===== src/rtl/sw_sample_ctrl_pkg.sv =====
// rtl/sw_sample_ctrl_pkg.sv - shared register map, bit indices and APB FSM encoding
package sw_sample_ctrl_pkg;

  localparam logic [1:0] ADDR_DATA   = 2'd0;
  localparam logic [1:0] ADDR_CTRL   = 2'd1;
  localparam logic [1:0] ADDR_DBLIM  = 2'd2;
  localparam logic [1:0] ADDR_STATUS = 2'd3;

  localparam int EN_BIT    = 0;
  localparam int IRQEN_BIT = 1;
  localparam int CHG_BIT   = 0;

  typedef enum logic [1:0] {
    IDLE    = 2'd0,
    RD_WAIT = 2'd1,
    RD_DONE = 2'd2
  } apb_state_e;

endpackage


===== src/rtl/sw_debounce.sv =====
// rtl/sw_debounce.sv - switch synchroniser, debounce counter and stable value register
module sw_debounce #(
  parameter int SW_W = 2,
  parameter int DB_W = 8
) (
  input  logic            clk,
  input  logic            reset,
  input  logic            en,
  input  logic [DB_W-1:0] limit,
  input  logic [SW_W-1:0] raw,
  output logic [SW_W-1:0] stable,
  output logic            chg_pulse,
  output logic            busy
);

  logic [SW_W-1:0] r_meta;
  logic [SW_W-1:0] r_sync;
  logic [SW_W-1:0] r_stable;
  logic [DB_W-1:0] r_cnt;
  logic            r_chg_pulse;

  always_ff @(posedge clk) begin
    if (reset) begin
      r_meta      <= '0;
      r_sync      <= '0;
      r_stable    <= '0;
      r_cnt       <= '0;
      r_chg_pulse <= 1'b0;
    end else begin
      r_meta      <= raw;
      r_sync      <= r_meta;
      r_chg_pulse <= 1'b0;
      if (!en || (r_sync == r_stable)) begin
        r_cnt <= '0;
      end else if (r_cnt >= limit) begin
        // >= so lowering the limit mid-count still terminates instead of wrapping
        r_stable    <= r_sync;
        r_cnt       <= '0;
        r_chg_pulse <= 1'b1;
      end else begin
        r_cnt <= r_cnt + 1'b1;
      end
    end
  end

  assign stable    = r_stable;
  assign chg_pulse = r_chg_pulse;
  assign busy      = (r_cnt != '0);

endmodule


===== src/rtl/sw_sample_ctrl.sv =====
// rtl/sw_sample_ctrl.sv - APB switch-port controller: wait-stated reads, registers, change IRQ
module sw_sample_ctrl
  import sw_sample_ctrl_pkg::*;
#(
  parameter int              SW_W       = 2,
  parameter int              DB_W       = 8,
  parameter logic [DB_W-1:0] DB_DEFAULT = DB_W'(50)
) (
  input  logic            PCLK,
  input  logic            PRESET,
  input  logic            PSEL,
  input  logic            PENABLE,
  input  logic            PWRITE,
  input  logic [3:0]      PADDR,
  input  logic [7:0]      PWDATA,
  output logic [7:0]      PRDATA,
  output logic            PREADY,
  output logic            PSLVERR,
  input  logic [SW_W-1:0] SWCON,
  output logic            IRQ,
  output logic [4:0]      TPS
);

  apb_state_e      r_state;
  apb_state_e      w_next_state;
  logic [7:0]      r_prdata;
  logic [1:0]      r_ctrl;
  logic [DB_W-1:0] r_dblim;
  logic            r_chg;
  logic            r_irq;

  logic [SW_W-1:0] w_stable;
  logic            w_chg_pulse;
  logic            w_busy;
  logic [1:0]      w_reg_sel;
  logic            w_setup_rd;
  logic            w_access_wr;
  logic            w_wr_en;
  logic            w_ready;
  logic            w_rd_wait;
  logic [7:0]      w_rd_mux;
  logic            w_unused;

  assign w_reg_sel   = PADDR[3:2];
  assign w_setup_rd  = PSEL & ~PENABLE & ~PWRITE;
  assign w_access_wr = (r_state == IDLE) & PSEL & PENABLE & PWRITE;
  // DATA is read-only: a write there errors and commits nothing
  assign w_wr_en     = w_access_wr & (w_reg_sel != ADDR_DATA);
  assign w_unused    = &{1'b0, PADDR[1:0]};

  sw_debounce #(
    .SW_W (SW_W),
    .DB_W (DB_W)
  ) u_debounce (
    .clk       (PCLK),
    .reset     (PRESET),
    .en        (r_ctrl[EN_BIT]),
    .limit     (r_dblim),
    .raw       (SWCON),
    .stable    (w_stable),
    .chg_pulse (w_chg_pulse),
    .busy      (w_busy)
  );

  always_comb begin
    w_next_state = r_state;
    w_ready      = 1'b1;
    w_rd_wait    = 1'b0;
    case (r_state)
      IDLE: begin
        if (w_setup_rd) w_next_state = RD_WAIT;
      end
      RD_WAIT: begin
        w_ready      = 1'b0;
        w_rd_wait    = 1'b1;
        w_next_state = RD_DONE;
      end
      RD_DONE: w_next_state = IDLE;
      default: w_next_state = IDLE;
    endcase
  end

  always_comb begin
    w_rd_mux = '0;
    case (w_reg_sel)
      ADDR_DATA:   w_rd_mux[SW_W-1:0] = w_stable;
      ADDR_CTRL:   w_rd_mux[1:0]      = r_ctrl;
      ADDR_DBLIM:  w_rd_mux[DB_W-1:0] = r_dblim;
      ADDR_STATUS: w_rd_mux[CHG_BIT]  = r_chg;
      default:     w_rd_mux           = '0;
    endcase
  end

  always_ff @(posedge PCLK) begin
    if (PRESET) begin
      r_state  <= IDLE;
      r_prdata <= '0;
      r_ctrl   <= '0;
      r_dblim  <= DB_DEFAULT;
      r_chg    <= 1'b0;
      r_irq    <= 1'b0;
    end else begin
      r_state <= w_next_state;
      if (w_rd_wait) r_prdata <= w_rd_mux;
      if (w_wr_en && (w_reg_sel == ADDR_CTRL))  r_ctrl  <= PWDATA[1:0];
      if (w_wr_en && (w_reg_sel == ADDR_DBLIM)) r_dblim <= PWDATA[DB_W-1:0];
      // a new change event beats a simultaneous write-1-to-clear
      if (w_chg_pulse) begin
        r_chg <= 1'b1;
      end else if (w_wr_en && (w_reg_sel == ADDR_STATUS) && PWDATA[CHG_BIT]) begin
        r_chg <= 1'b0;
      end
      r_irq <= r_chg & r_ctrl[IRQEN_BIT];
    end
  end

  assign PRDATA  = r_prdata;
  assign PREADY  = w_ready;
  assign PSLVERR = w_access_wr & (w_reg_sel == ADDR_DATA);
  assign IRQ     = r_irq;
  assign TPS     = {w_ready, w_busy, w_rd_wait, w_chg_pulse, r_irq};

endmodule


===== config.mk =====
export PLATFORM = sky130hd
export DESIGN_NAME = sw_sample_ctrl
export DESIGN_NICKNAME = d
export VERILOG_FILES = /design/src/rtl/sw_sample_ctrl_pkg.sv /design/src/rtl/sw_debounce.sv /design/src/rtl/sw_sample_ctrl.sv
export SDC_FILE = /design/constraint.sdc
export NUM_CORES = 1
export LEC_CHECK = 0
export ABC_AREA = 1
export CAP_MARGIN = 20
export CORE_ASPECT_RATIO = 0.7
export CORE_MARGIN = 3
export CORE_UTILIZATION = 57
export CTS_BUF_LIST = sky130_fd_sc_hd__clkbuf_4 sky130_fd_sc_hd__clkbuf_8
export DETAILED_ROUTE_END_ITERATION = 6
export GPL_TIMING_DRIVEN = 0
export HOLD_SLACK_MARGIN = 0.03
export PLACE_DENSITY = 0.95
export SYNTH_ARGS = -nofsm -noshare
export SYNTH_HDL_FRONTEND = slang
export SYNTH_SLANG_ARGS = --single-unit

===== constraint.sdc =====
create_clock -name PCLK -period 3.3 [get_ports PCLK]
set_input_delay 0.66 -clock PCLK [delete_from_list [all_inputs] [get_ports PCLK]]
set_output_delay 0.66 -clock PCLK [all_outputs]
set_load 0.005 [all_outputs]

After elaboration in Yosys (flattened, before gate mapping)
Index checks and enable logic that the tools add are counted.
- bits in registers: 37
- output and inout bits: 16
- word-level logic and storage cells: 54
- add/subtract/negate cells: 1
- $lt $le $gt $ge: 1
- eq/ne operators: 6
- muxes and demuxes: 10
- bitwise logic cells: 11
- reduce and logical (&&, ||, !) cells: 14
- operators with widths (cell ; count):
    $add A8 B1 Y8 const B ; 1
    $and A1 B1 Y1 ; 8
    $ge A8 B8 Y1 ; 1
    $reduce_bool A8 Y1 ; 1
    $mux W6 ; 1
    $mux W1 ; 5
    $eq A2 B1 Y1 const B ; 2
    $eq A2 B2 Y1 const B ; 2
    $logic_and A1 B1 Y1 ; 4
    $logic_not A2 Y1 ; 2
    $pmux W1 S4 ; 1
    $pmux W2 S2 ; 1
    $reduce_bool A2 Y1 ; 2
    $not A1 Y1 ; 3
    $pmux W1 S3 ; 1
    $reduce_or A3 Y1 ; 1
    $eq A2 B2 Y1 ; 1
    $mux W2 ; 1
    $ne A2 B2 Y1 const B ; 1
    $reduce_and A2 Y1 ; 1
    $reduce_or A2 Y1 ; 1
    $logic_not A1 Y1 ; 1
    $logic_or A1 B1 Y1 ; 1

Logic depth before layout (Yosys ltp)
- word-level depth: 9
- gate-level depth with buffers: 13
- gate-level depth less buffers: 13

Cells and area by module
From an unflattened synthesis, not the netlist that was laid out.
- cell total of the unflattened synthesis: 235
- area total of the unflattened synthesis: 1913.1 um2
- by module, submodules not included (module ; instances ; cells each ; area an instance (um2)):
    sw_sample_ctrl ; 1 ; 128 ; 1062.3
    sw_debounce ; 1 ; 107 ; 850.8

Worst setup path after synthesis
No wires, ideal clock.
- path kind: input to output
- start point: in PENABLE
- end point: out PSLVERR
- arrival time: 0.991 ns
- data required time: 2.640 ns
- path slack: 1.649 ns
- stages on the path: 2
- buffers on the path: 0
- cells stage by stage: nand4_4 > nor3_1
- cells in the longest elaborated chain, start to end: 3
- ends and longest elaborated chain (element ; line ; RTL):
    start, declared ; sw_sample_ctrl.sv:12 ; input logic PENABLE,
    $and A1 B1 Y1 (2 in series) ; sw_sample_ctrl.sv:46 ; assign w_access_wr = (r_state == IDLE) & PSEL & PENABLE & PWRITE;
    $and A1 B1 Y1 ; sw_sample_ctrl.sv:119 ; assign PSLVERR = w_access_wr & (w_reg_sel == ADDR_DATA);
    end, declared ; sw_sample_ctrl.sv:18 ; output logic PSLVERR,
No other way between the ends.

Worst setup path after layout
Ends and elaborated chain as after synthesis.

==> key figures <==
Run status
  • Status: complete, no violations

Placed design
  • RePlAce Congestion: 0.879
  • Port Buf Inserts: 31
  • Place WS: ~530 ps
  • Post-DP HPWL: approximately 2.8 mm

Layout
  • Area Overhead vs Synth: 25.9%
  • # fillers: 210
  • Sequential cell area: 741 um2
  • Layout cells sized above 1: about an eighth
  • Area taken by multi-input logic gates: 803 um2
  • Final nets: 283
  • Antenna Cells: 0

Pwr
  • NetSw: 196 uW
  • Lkg Pwr: 0.958 nW
  • Sequential share of power: 53.7%
  • Internal power: around 650 uW
  • PD cells: 387 nW/um2
  • VDD IR max: about 0.30 mV
  • Sw Ratio: 23.1%
  • Clk network pwr share: 38.7%
  • Gate power share: under 10%

STA
  • F_max: between 300 and 400 MHz
  • Fin. max-slew vios: 0
  • Clk_skew: 8.90 ps
  • Max transition margin: between 60% and 70%
  • Final Hold Fails: 0
  • Final period util: a little over four fifths
  • Tightest Pin Transition: 480 ps
  • Hold WS: 407 ps
  • Min cycle time layout: between 2000 and 3000 ps
  • Worst setup margin: 523 ps
  • Unrepaired setup endpoints after global routing: no
  • # setup viols final: 0
  • Setup TNS: 0 ps

Critical path
  • CP most frequent cell: clkdlybuf4s50_1
  • Reg2Reg Setup Slack: 1670 ps
  • CP startpoint: PENABLE
  • Critical path arrival: 2120 ps
  • Slowest CP cell: clkdlybuf4s50_1
  • Crit path launch type: input port
  • Critical path cell sequence: clkdlybuf4s50_1 > nand4_4 > nor3_1 > clkdlybuf4s50_1
  • Crit path max fanout: 3
  • Critical path's largest stage delay: around 540 ps
  • Worst Path Buf+Inv: 2
  • R2r endpoint: u_debounce.stable[1]
  • Reg2Reg Launch Point: r_dblim[5]
  • CP Class: in -> out
  • CP delay by family, top: buffers and inverters
  • Req. time, crit path: 2640 ps
  • CP Capture Type: output port
  • Reg2reg path depth: 10

Hold path
  • Hold Path End: u_debounce.r_sync[0]
  • Hold_sp: u_debounce.r_meta[0]
  • Hold Crit Class: reg -> reg
  • Hold Path Depth: 2

Yosys
  • Sequential area share after synthesis: 42.4%
  • Largest family of logic cells by synthesized area: simple AND/OR/NAND/NOR gates
  • Synth Warn #: 0
  • Post-Synthesis Net Count: about 250
  • Share of the synthesized area in the top cell type: 42.4%
  • Library cells used by synthesis: 33
  • Mux cell area share after synthesis: 0%
  • Adder-Cell Fraction of Synth Area: under 10%
  • Seq cells post-synth: 37
  • Cell count after synthesis: 216
  • Fraction of the mapped netlist area in simple logic gates: 24.8%
  • Post-synthesis compound-gate area fraction: 10.5%
  • Synth area leaders: dfxtp_1 (42%), ha_1 (7.2%), inv_1 (7.1%)
  • Yosys top cell by area: dfxtp_1
  • Mapped cell area: between 1500 and 2000 um2
  • Average size of a mapped cell: 8.08 um2
  • XOR/XNOR Fraction of Synth Area: approximately 3.5%

Clocking
  • Post-CTS setup buffers: 0
  • Clock sinks: 37
  • # H-tree levels: 2
  • CTS Buffer Depth: 2
  • Hold_buf cts: 0
  • CTS tree: yes
  • Clk slew on worst S/H paths: 70 ps
  • Clock buffer count from CTS: 5
  • Post-CTS Resized: 0
  • CTS Root Cell: clkbuf_8
  • Worst-skew pair later-pin latency: about 290 ps

Floorplan
  • Chip width: about 72 um
  • Die area: 3770 um2
  • Die H: 52.3 um
  • I/O Pins: 35
  • Row Count: 16
  • Core area: 2860 um2
  • Initial core utilization: 61.0%

Route
  • Post-route DRC: 0
  • Vias: 1504
  • Vias per inst: approximately 5.2
  • 1st-pass router iterations: 5
  • Initial DRC count: 109
  • WL/cell: 12.7 um
  • DRT antenna net count: 0
  • Post-Route WL: 3.69 mm

Flow run
  • Max-cap check violation count: 0

GRT
  • Largest net degree at the start of global routing: 13
  • First-pass GRT wire length: 6.08 mm
  • Initial antenna violation count: 0
  • GRT Resource Usage Total: 21.4%
  • Vias in the first global route: 1353
  • Grt ovf: 0
## worst max-delay path by stage
| stage | cells past startpoint | slack (ps) | to |
|---|---|---|---|
| 2_1_floorplan | 2 | 1650 | PSLVERR |
| 3_3_place_gp | 4 | 610 | PSLVERR |
| 3_5_place_dp | 4 | 530 | PSLVERR |
| 4_1_cts | 4 | 530 | PSLVERR |
| 5_1_grt | 4 | 450 | PSLVERR |
| 6_report | 4 | 520 | PSLVERR |
## metrics by stage
stage | instances | power, mW | area [um2] | utilization (%)
after floorplan | 216 | 0.496 | 1750 | -
after global placement | 283 | 0.528 | 2100 | 73.4
after detailed placement | 283 | 0.530 | 2100 | 73.4
after CTS | 291 | 0.856 | 2200 | 76.7
after global routing | 291 | 0.881 | 2200 | 76.7
final | 291 | 0.849 | 2200 | 76.7
## routing by layer
metal	wire length, um	global-route usage (%)
met4	83	9.38
met3	255	5.75
met1	1690	25.6
met2	1660	36.3
met5	0	0
## Yosys cell counts, drive strengths merged
library cell and n:
nand2 32, o211ai 4, a21o 1, xnor2 4, a22oi 6, nand3 9
nor4 1, nor3 4, buf 8, dfxtp 37, a41oi 1, inv 38
xor2 3, a21oi 10, ha 10, nor2 35, o21ai 7, nand4 6
## kinds of logic (layout without fill, tap and decap cells)
logic type | count (synthesis) | after routing
AOI/OAI and AO/OA | 29 | 29
xor gates and xnor gates | 7 | 7
adders and majority gates | 10 | 10
buffers and inverters | 46 | 85
DFF | 37 | 37
and+or+nand+nor | 87 | 87
## area by class of cell
type	count	area share [%]
buffer	8	2.33
clock buffer	6	3.76
clock inverter	2	0.626
inverter	38	6.83
multi-input combinational	133	36.6
sequential	37	33.7
tap	36	2.05
timing repair buffer	31	14.1
## state kept, by name (all words and copies together), names as in the netlist
name / flops
u_debounce.stable: 2
u_debounce.r_meta: 2
u_debounce.r_cnt: 8
u_debounce.r_sync: 2
u_debounce.chg_pulse: 1
IRQ: 1
r_state: 2
PRDATA: 8
r_ctrl: 2
r_chg: 1
r_dblim: 8
## layout by cell type (no fill, tap or decap), drive strengths merged, types with 2 or more instances in the layout
cell           instances
nand2                 32
xnor2                  4
a22oi                  6
a21oi                 10
inv                   38
clkbuf                 6
o21ai                  7
ha                    10
xor2                   3
nor3                   4
nor2                  35
o211ai                 4
buf                    8
nand4                  6
clkdlybuf4s50         31
dfxtp                 37
nand3                  9
clkinv                 2
## worst reg2reg max path: cells and delay by family (launching register included)
family | cells | cell delay (ps)
simple gates | 6 | 650
flops | 1 | 340
fa+ha+maj | 1 | 300
compound gates | 1 | 140
buf+inv | 2 | 100
## power groups by stage
stage / Clock [mW] / Sequential [mW] / Combinational (mW)
finish: 0.329 / 0.456 / 0.0641
global route: 0.354 / 0.457 / 0.0704
CTS: 0.335 / 0.456 / 0.0641
detailed placement: 0 / 0.467 / 0.0633
global placement: 0 / 0.466 / 0.0612
floorplan: 0 / 0.466 / 0.0301
Note: power is estimated with default switching activity, not from simulation.
